## src/rtl/uart_rx.sv

```systemverilog
// 8N1 UART receiver: 16x oversampled, majority-voted mid-bit sampling, valid/ready output register.
// Optional even-parity (8E1) build enabled by defining UART_RX_PARITY_EN.
module uart_rx #(
  parameter int CLK_HZ     = 50000000,
  parameter int BAUD       = 115200,
  parameter int OVERSAMPLE = 16
) (
  input  logic       clk,
  input  logic       resn,
  input  logic       serialIn,
  output logic [7:0] rx_data,
  output logic       rx_valid,
  input  logic       rx_ready,
  output logic       frame_err,
  output logic       overrun,
`ifdef UART_RX_PARITY_EN
  output logic       parity_err,
`endif
  input  logic       clear_err
);

  localparam int DIV   = CLK_HZ / (BAUD * OVERSAMPLE);
  localparam int DIV_W = (DIV > 1) ? $clog2(DIV) : 1;
  localparam int SUB_W = $clog2(OVERSAMPLE);

  localparam logic [DIV_W-1:0] DIV_LAST = DIV_W'(DIV - 1);
  localparam logic [SUB_W-1:0] SUB_LAST = SUB_W'(OVERSAMPLE - 1);
  localparam logic [SUB_W-1:0] MID_LO   = SUB_W'(OVERSAMPLE / 2 - 1);
  localparam logic [SUB_W-1:0] MID      = SUB_W'(OVERSAMPLE / 2);
  localparam logic [SUB_W-1:0] MID_HI   = SUB_W'(OVERSAMPLE / 2 + 1);

  typedef enum logic [2:0] {
    S_IDLE,
    S_START,
    S_DATA,
`ifdef UART_RX_PARITY_EN
    S_PARITY,
`endif
    S_STOP,
    S_BREAK
  } state_t;

  state_t             state, next_state;
  logic               sync1, line;
  logic [DIV_W-1:0]   div_cnt;
  logic [SUB_W-1:0]   sub_cnt;
  logic               samp_a, samp_b;
  logic [2:0]         bit_idx;
  logic [7:0]         shreg;
  logic               tick, start_edge, sample_evt, maj;
  logic               shift_en, complete, frame_set, par_set;

  assign tick       = (div_cnt == DIV_LAST);
  assign start_edge = (state == S_IDLE) && !line;
  assign sample_evt = tick && (sub_cnt == MID_HI);
  // The third vote is the live synced line at the MID_HI tick itself.
  assign maj        = (samp_a & samp_b) | (samp_a & line) | (samp_b & line);

  always_ff @(posedge clk or negedge resn) begin
    if (!resn) state <= S_IDLE;
    else       state <= next_state;
  end

  always_comb begin
    next_state = state;
    shift_en   = 1'b0;
    complete   = 1'b0;
    frame_set  = 1'b0;
    par_set    = 1'b0;
    case (state)
      S_IDLE:  if (!line) next_state = S_START;
      S_START: if (sample_evt) next_state = maj ? S_IDLE : S_DATA;
      S_DATA: begin
        if (sample_evt) begin
          shift_en = 1'b1;
`ifdef UART_RX_PARITY_EN
          if (bit_idx == 3'd7) next_state = S_PARITY;
`else
          if (bit_idx == 3'd7) next_state = S_STOP;
`endif
        end
      end
`ifdef UART_RX_PARITY_EN
      S_PARITY: begin
        if (sample_evt) begin
          par_set    = (maj != ^shreg);
          next_state = S_STOP;
        end
      end
`endif
      S_STOP: begin
        if (sample_evt) begin
          if (maj) begin
            complete   = 1'b1;
            next_state = S_IDLE;
          end else begin
            frame_set  = 1'b1;
            next_state = S_BREAK;
          end
        end
      end
      S_BREAK: if (line) next_state = S_IDLE;
      default: next_state = S_IDLE;
    endcase
  end

  always_ff @(posedge clk or negedge resn) begin
    if (!resn) begin
      sync1   <= 1'b1;
      line    <= 1'b1;
      div_cnt <= '0;
      sub_cnt <= '0;
      samp_a  <= 1'b0;
      samp_b  <= 1'b0;
      bit_idx <= '0;
      shreg   <= '0;
    end else begin
      sync1 <= serialIn;
      line  <= sync1;
      // Reload on the start edge so the sub-bit phase is anchored to the falling edge.
      if (start_edge || tick) div_cnt <= '0;
      else                    div_cnt <= div_cnt + DIV_W'(1);
      if (state == S_IDLE)    sub_cnt <= '0;
      else if (tick)          sub_cnt <= (sub_cnt == SUB_LAST) ? '0 : sub_cnt + SUB_W'(1);
      if (tick && sub_cnt == MID_LO) samp_a <= line;
      if (tick && sub_cnt == MID)    samp_b <= line;
      if (state == S_START)   bit_idx <= '0;
      else if (shift_en)      bit_idx <= bit_idx + 3'd1;
      if (shift_en)           shreg   <= {maj, shreg[7:1]};
    end
  end

  always_ff @(posedge clk or negedge resn) begin
    if (!resn) begin
      rx_data   <= '0;
      rx_valid  <= 1'b0;
      frame_err <= 1'b0;
      overrun   <= 1'b0;
`ifdef UART_RX_PARITY_EN
      parity_err <= 1'b0;
`endif
    end else begin
      if (complete) begin
        if (!rx_valid || rx_ready) begin
          rx_data  <= shreg;
          rx_valid <= 1'b1;
        end else begin
          overrun <= 1'b1;
        end
      end else if (rx_valid && rx_ready) begin
        rx_valid <= 1'b0;
      end
      // Clear first so a same-cycle set event takes precedence.
      if (clear_err) begin
        frame_err <= 1'b0;
        if (!(complete && rx_valid && !rx_ready)) overrun <= 1'b0;
      end
      if (frame_set) frame_err <= 1'b1;
`ifdef UART_RX_PARITY_EN
      if (clear_err) parity_err <= 1'b0;
      if (par_set)   parity_err <= 1'b1;
`endif
    end
  end

endmodule
```

## config.mk

```make
export PLATFORM = sky130hd
export DESIGN_NAME = uart_rx
export DESIGN_NICKNAME = d
export VERILOG_FILES = /design/src/rtl/uart_rx.sv
export SDC_FILE = /design/constraint.sdc
export NUM_CORES = 1
export LEC_CHECK = 0
export BUFFER_PORTS_ARGS = -buffer_cell sky130_fd_sc_hd__buf_2
export CELL_PAD_IN_SITES_DETAIL_PLACEMENT = 0
export CELL_PAD_IN_SITES_GLOBAL_PLACEMENT = 1
export CORE_UTILIZATION = 51
export DETAILED_ROUTE_END_ITERATION = 12
export PLACE_DENSITY_LB_ADDON = 0.1
export SLEW_MARGIN = 10
export SYNTH_ARGS = -nofsm -noshare
export SYNTH_HDL_FRONTEND = slang
export SYNTH_SLANG_ARGS = --single-unit
```

## constraint.sdc

```tcl
create_clock -name clk -period 4.48 [get_ports clk]
set_clock_uncertainty 0.2 [all_clocks]
set_input_delay 0.224 -clock clk [delete_from_list [all_inputs] [get_ports clk]]
set_output_delay 0.224 -clock clk [all_outputs]
set_load 0.01 [all_outputs]
```

== Word level (Yosys, flattened, before mapping) ==
Cells that the tools add are included.

* Bits in registers: 38
* Bits of input ports: 5
* Word-level logic and storage cells: 90

* Add/subtract/negate cells: 3
* Equal/unequal tests: 17
* Mux-type cells: 32
* Bitwise logic cells: 5
* Reduce and logical (&&, ||, !) cells: 20

{| class="wikitable"
|+ Operators by type and width
! kind !! count
|-
| $mux 3 || 9
|-
| $mux 1 || 17
|-
| $pmux 3 s5 || 1
|-
| $eq 4x4->1 const B || 3
|-
| $mux 4 || 3
|-
| $ne 2x2->1 const B || 6
|-
| $reduce_bool 2->1 || 4
|-
| $logic_and 1x1->1 || 7
|-
| $eq 3x2->1 const B || 2
|-
| $eq 3x3->1 const B || 2
|-
| $reduce_and 6->1 || 1
|-
| $add 5x1->5 const B || 1
|-
| $eq 5x5->1 const B || 1
|-
| $mux 5 || 1
|-
| $add 4x1->4 const B || 1
|-
| $eq 4x3->1 const B || 1
|-
| $reduce_and 2->1 || 2
|-
| $add 3x1->3 const B || 1
|-
| $and 1x1->1 || 3
|-
| $eq 3x1->1 const B || 1
|-
| $logic_not 1->1 || 3
|-
| $logic_not 3->1 || 1
|-
| $logic_or 1x1->1 || 2
|-
| $mux 2 || 1
|-
| 2 further kinds || 3
|}

== Longest topological paths before layout ==
* Word-level depth: 10
* Mapped depth: 8
* Depth with buffers taken out: 6

== Least setup slack after synthesis ==
OpenSTA, ideal clock, no wires.

* Path kind: register to register
* Start: register div_cnt[0]
* End: register rx_data[0]
* Setup time: 125 ps
* Arrival: 1,589 ps
* Path slack: 2,566 ps
* Stages on the path, launching flop included: 9
* Buffers on the path: 2
* Cells stage by stage: dfrtp_1 > inv_1 > ha_1 > and4b_1 > buf_6 > nand4_2 > nor2b_2 > buf_6 > mux2_4

* Word-level cells in the longest chain between the ends: 5

{| class="wikitable"
|+ Ends and longest elaborated chain
! item !! RTL line !! RTL
|-
| from (decl) || 45 || <nowiki>logic [DIV_W-1:0] div_cnt;</nowiki>
|-
| from (signal assigned) || 122 || <nowiki>else div_cnt <= div_cnt + DIV_W'(1);</nowiki>
|-
| $eq 5x5->1 || 53 || <nowiki>assign tick = (div_cnt == DIV_LAST);</nowiki>
|-
| $logic_and 1x1->1 || 55 || <nowiki>assign sample_evt = tick && (sub_cnt == MID_HI);</nowiki>
|-
| $mux 1 || 92 || <nowiki>if (sample_evt) begin</nowiki>
|-
| $mux 1 || 70 || <nowiki>case (state)</nowiki>
|-
| $reduce_and 2->1 (no source line) || n/a ||
|-
| to (signal assigned) || 145 || <nowiki>rx_data <= shreg;</nowiki>
|-
| to (decl) || 11 || <nowiki>output logic [7:0] rx_data,</nowiki>
|}

Every way passes these cells.
A chain may end at the register's enable or synchronous reset.

== Worst setup path in the final report ==
* Start: register div_cnt[0]
* End: register rx_data[7]

The elaborated chain is that of the path after synthesis.

==> impl_metrics.csv <==
group,metric,value,unit
routing,drt_wl_total,2970,um
sta,finalCritPeriodShare,0.549,
routing,routed.top_layer,"met4",
floorplan,core-area,3360,um^2
routing,drtAntennaViolNets,0,
place,place_inst,196,
sta,rsz0062_at_grt,"no",
place,hpwl,2030,um
setup_path,worst-path-stages,6,
floorplan,rows,21,
global_routing,grt.overflow.total,0,
yosys,muxShareOfSynthArea,0.146,
yosys,yosys.area_share.simple,0.133,
clock_network,cts_sinks,38,
floorplan,start_util,0.535,
setup_path,rr_endpoint,"rx_data[7]",
setup_path,reg2reg_slack,2.02,ns
power,power_per_cell_area,320,nW/um^2
power,leakage,1.01,nW
clock_network,clkTransAtPathRegs,0.11,ns
clock_network,htreeDepth,2,
setup_path,critPathRequiredTime,4.51,ns
setup_path,critPathSlowestCell,"nor2b_2",
finish,drive_gt1_frac,0.290,
job,drv_cap,0,
global_routing,first_global_vias,1026,
finish,antenna_cells,0,
clock_network,cts_resized,0,
setup_path,critPathKind,"flip-flop to flip-flop",
setup_path,critPathBufInv,1,
setup_path,worst-r2r-cell-count,6,
min_path,hold_class,"flip-flop to flip-flop",
global_routing,grt_pass1_wl,4790,um
finish,postLayoutCoreUtil,0.604,
routing,met1_length,1470,um
place,finalWeightedCongestion,0.751,
floorplan,num_io_pins,16,
clock_network,clockRootBuffer,"clkbuf_4",
place,numPortBuffers,15,
routing,post_drt_via_cell_ratio,5.37,
power,ir_worst_vdd,0.196,mV
yosys,synthCells,141,
clock_network,cts_made_buffers,5,
sta,timing.slew.headroom,0.463,
routing,dr.pass1.iters,4,
yosys,synth-xor-area-share,0.0195,
sta,fmax,407,MHz
setup_path,path_max_fanout,9,
finish,nets,173,
routing,wl_met2,1350,um
setup_path,max_stage_delay,0.51,ns
global_routing,grt_max_degree,39,
yosys,avgSynthCellArea,12.8,um^2
yosys,ys_async_sr_fraction,1.00,
yosys,seq_area_frac_synth,0.530,
global_routing,grt.total_usage,0.180,
yosys,synth_compound_area_frac,0.0807,
finish,n_fill_cell,290,
global_routing,antenna_found_initial,0,
setup_path,crit_chain,"inv_1 > ha_1 > and4b_1 > nand4_2 > nor2b_2 > mux2_4",
yosys,synth_top_family_by_area,"multiplexers",
yosys,yosysWarnings,0,
setup_path,r2r-start,"div_cnt[0]",
setup_path,setup.worst_path.start,"div_cnt[0]",
finish,syn_to_final_growth,12.9,%
routing,vias,1116,
routing,wl_per_cell,14.3,um
yosys,syn_nets,153,
setup_path,endpoint,"rx_data[7]",
routing,drt_iter0_markers,76,
yosys,ys_ff_latch,38,
yosys,ys_types,39,
floorplan,die_w,61.4,um
routing,route.met3.wl,97,um
sta,max_slew.worst_pin.slew,0.805,ns
yosys,synth_flop_cell,"dfrtp_1",
setup_path,arrival,2.49,ns
sta,tns,0,ns
sta,setup_violations,0,
clock_network,clock_latency,0.35,ns
setup_path,start_kind,"flip-flop",
yosys,synth-edff-count,0,
clock_network,clk_path_buf_depth,2,
run_status,status,"complete, no violations",
yosys,netlist_area,1800,um^2
sta,final_period_minus_worst_setup_slack,2.46,ns
floorplan,die_y,61.4,um
finish,instances_no_fill,208,
sta,hold_violations,0,
yosys,synth_fa_ha_area_frac,0.0549,
setup_path,end_kind,"flip-flop",
setup_path,crit_family,"simple AND/OR/NAND/NOR gates",
clock_network,cts_tree,"done",
routing,drc,0,
floorplan,die_area,3770,um^2
sta,finalMaxSlewViolations,0,
## state kept, by name (all words and copies together), names as in the netlist
name,cells
rx_data,8
samp_b,1
rx_valid,1
sync1,1
shreg,8
state,3
frame_err,1
div_cnt,5
sub_cnt,4
line,1
overrun,1
bit_idx,3
samp_a,1
## worst min path at each step
stage                     startpoint    endpoint  depth (start not counted)
after floorplan                 resn  bit_idx[0]                          0
after global placement      serialIn       sync1                          1
after detailed placement    serialIn       sync1                          1
after CTS                      sync1        line                          0
after global routing           sync1        line                          0
final                          sync1        line                          0
## through the flow
stage                     hold slack (ns)  total power, mW  area [um^2]  setup slack, ns
after floorplan                    -0.272            0.352         1800             2.57
after global placement              0.131            0.361         1890             2.10
after detailed placement            0.133            0.361         1890             2.01
after CTS                           0.166            0.655         2030             1.99
after global routing                0.173            0.675         2030             1.90
final                               0.164            0.649         2030             2.02
## cell type report
class	instances	area [um^2]	share of cell area
tap	46	57.6	0.0283
inverter	5	18.8	0.00924
timing repair buffer	19	115	0.0567
clock inverter	3	68.8	0.0339
multi-input combinational	92	781	0.384
clock buffer	5	37.5	0.0185
sequential	38	953	0.469
## metal layers
layer | track usage | up-vias
li1 | - | 549
met1 | 0.254 | 543
met2 | 0.261 | 19
met3 | 0.0567 | 5
met4 | 0.0667 | 0
met5 | 0 | -
## logic make-up after synthesis
family / count (synthesis)
mux: 18
flops: 38
compound gates: 21
buf+inv: 11
xor+xnor: 4
fa+ha+maj: 8
simple gates: 41
## cells in the final DEF (no fill, tap or decap), types with 2 or more instances in the layout
cell	count
bufinv_16	2
dlygate4sd3_1	4
and4b_1	2
nand2b_1	2
nand3_1	5
nand4b_1	2
ha_1	7
mux2_4	16
a21oi_1	5
nand2_1	9
nor2_1	9
buf_2	15
and3b_1	2
xor2_1	3
dfstp_2	2
clkbuf_4	5
inv_1	5
o21ai_0	5
a311oi_1	2
o211ai_1	4
dfrtp_1	36
## repair_timing
item	4_1_cts	5_1_grt
setup buffers	0	0
endpoints found under the hold margin	40	0
hold buffers	4	0
## cells in the mapped netlist (all sizes together), types with 3 or more instances
| library cell | n | share of area |
|---|---|---|
| dfrtp | 36 | 0.50 |
| mux2 | 18 | 0.15 |
| nand2 | 10 | 0.025 |
| nor2 | 9 | 0.019 |
| ha | 7 | 0.049 |
| a21oi | 5 | 0.014 |
| inv | 5 | 0.010 |
| nand3 | 5 | 0.014 |
| o21ai | 5 | 0.014 |
| buf | 4 | 0.022 |
| o211ai | 4 | 0.017 |
| xor2 | 3 | 0.015 |
## where the power goes
part	switching (mW)	internal (mW)	total (mW)
Clock	0.118	0.175	0.293
Sequential	0.000968	0.345	0.346
Combinational	0.00711	0.00390	0.0110
## worst register-to-register path, cell delays in order (launching register included)
cell     delay (ns)
dfrtp_1        0.43
inv_1          0.07
ha_1           0.16
and4b_1        0.44
nand4_2        0.19
nor2b_2        0.51
mux2_4         0.35
Note: power is estimated with default switching activity, not from simulation.
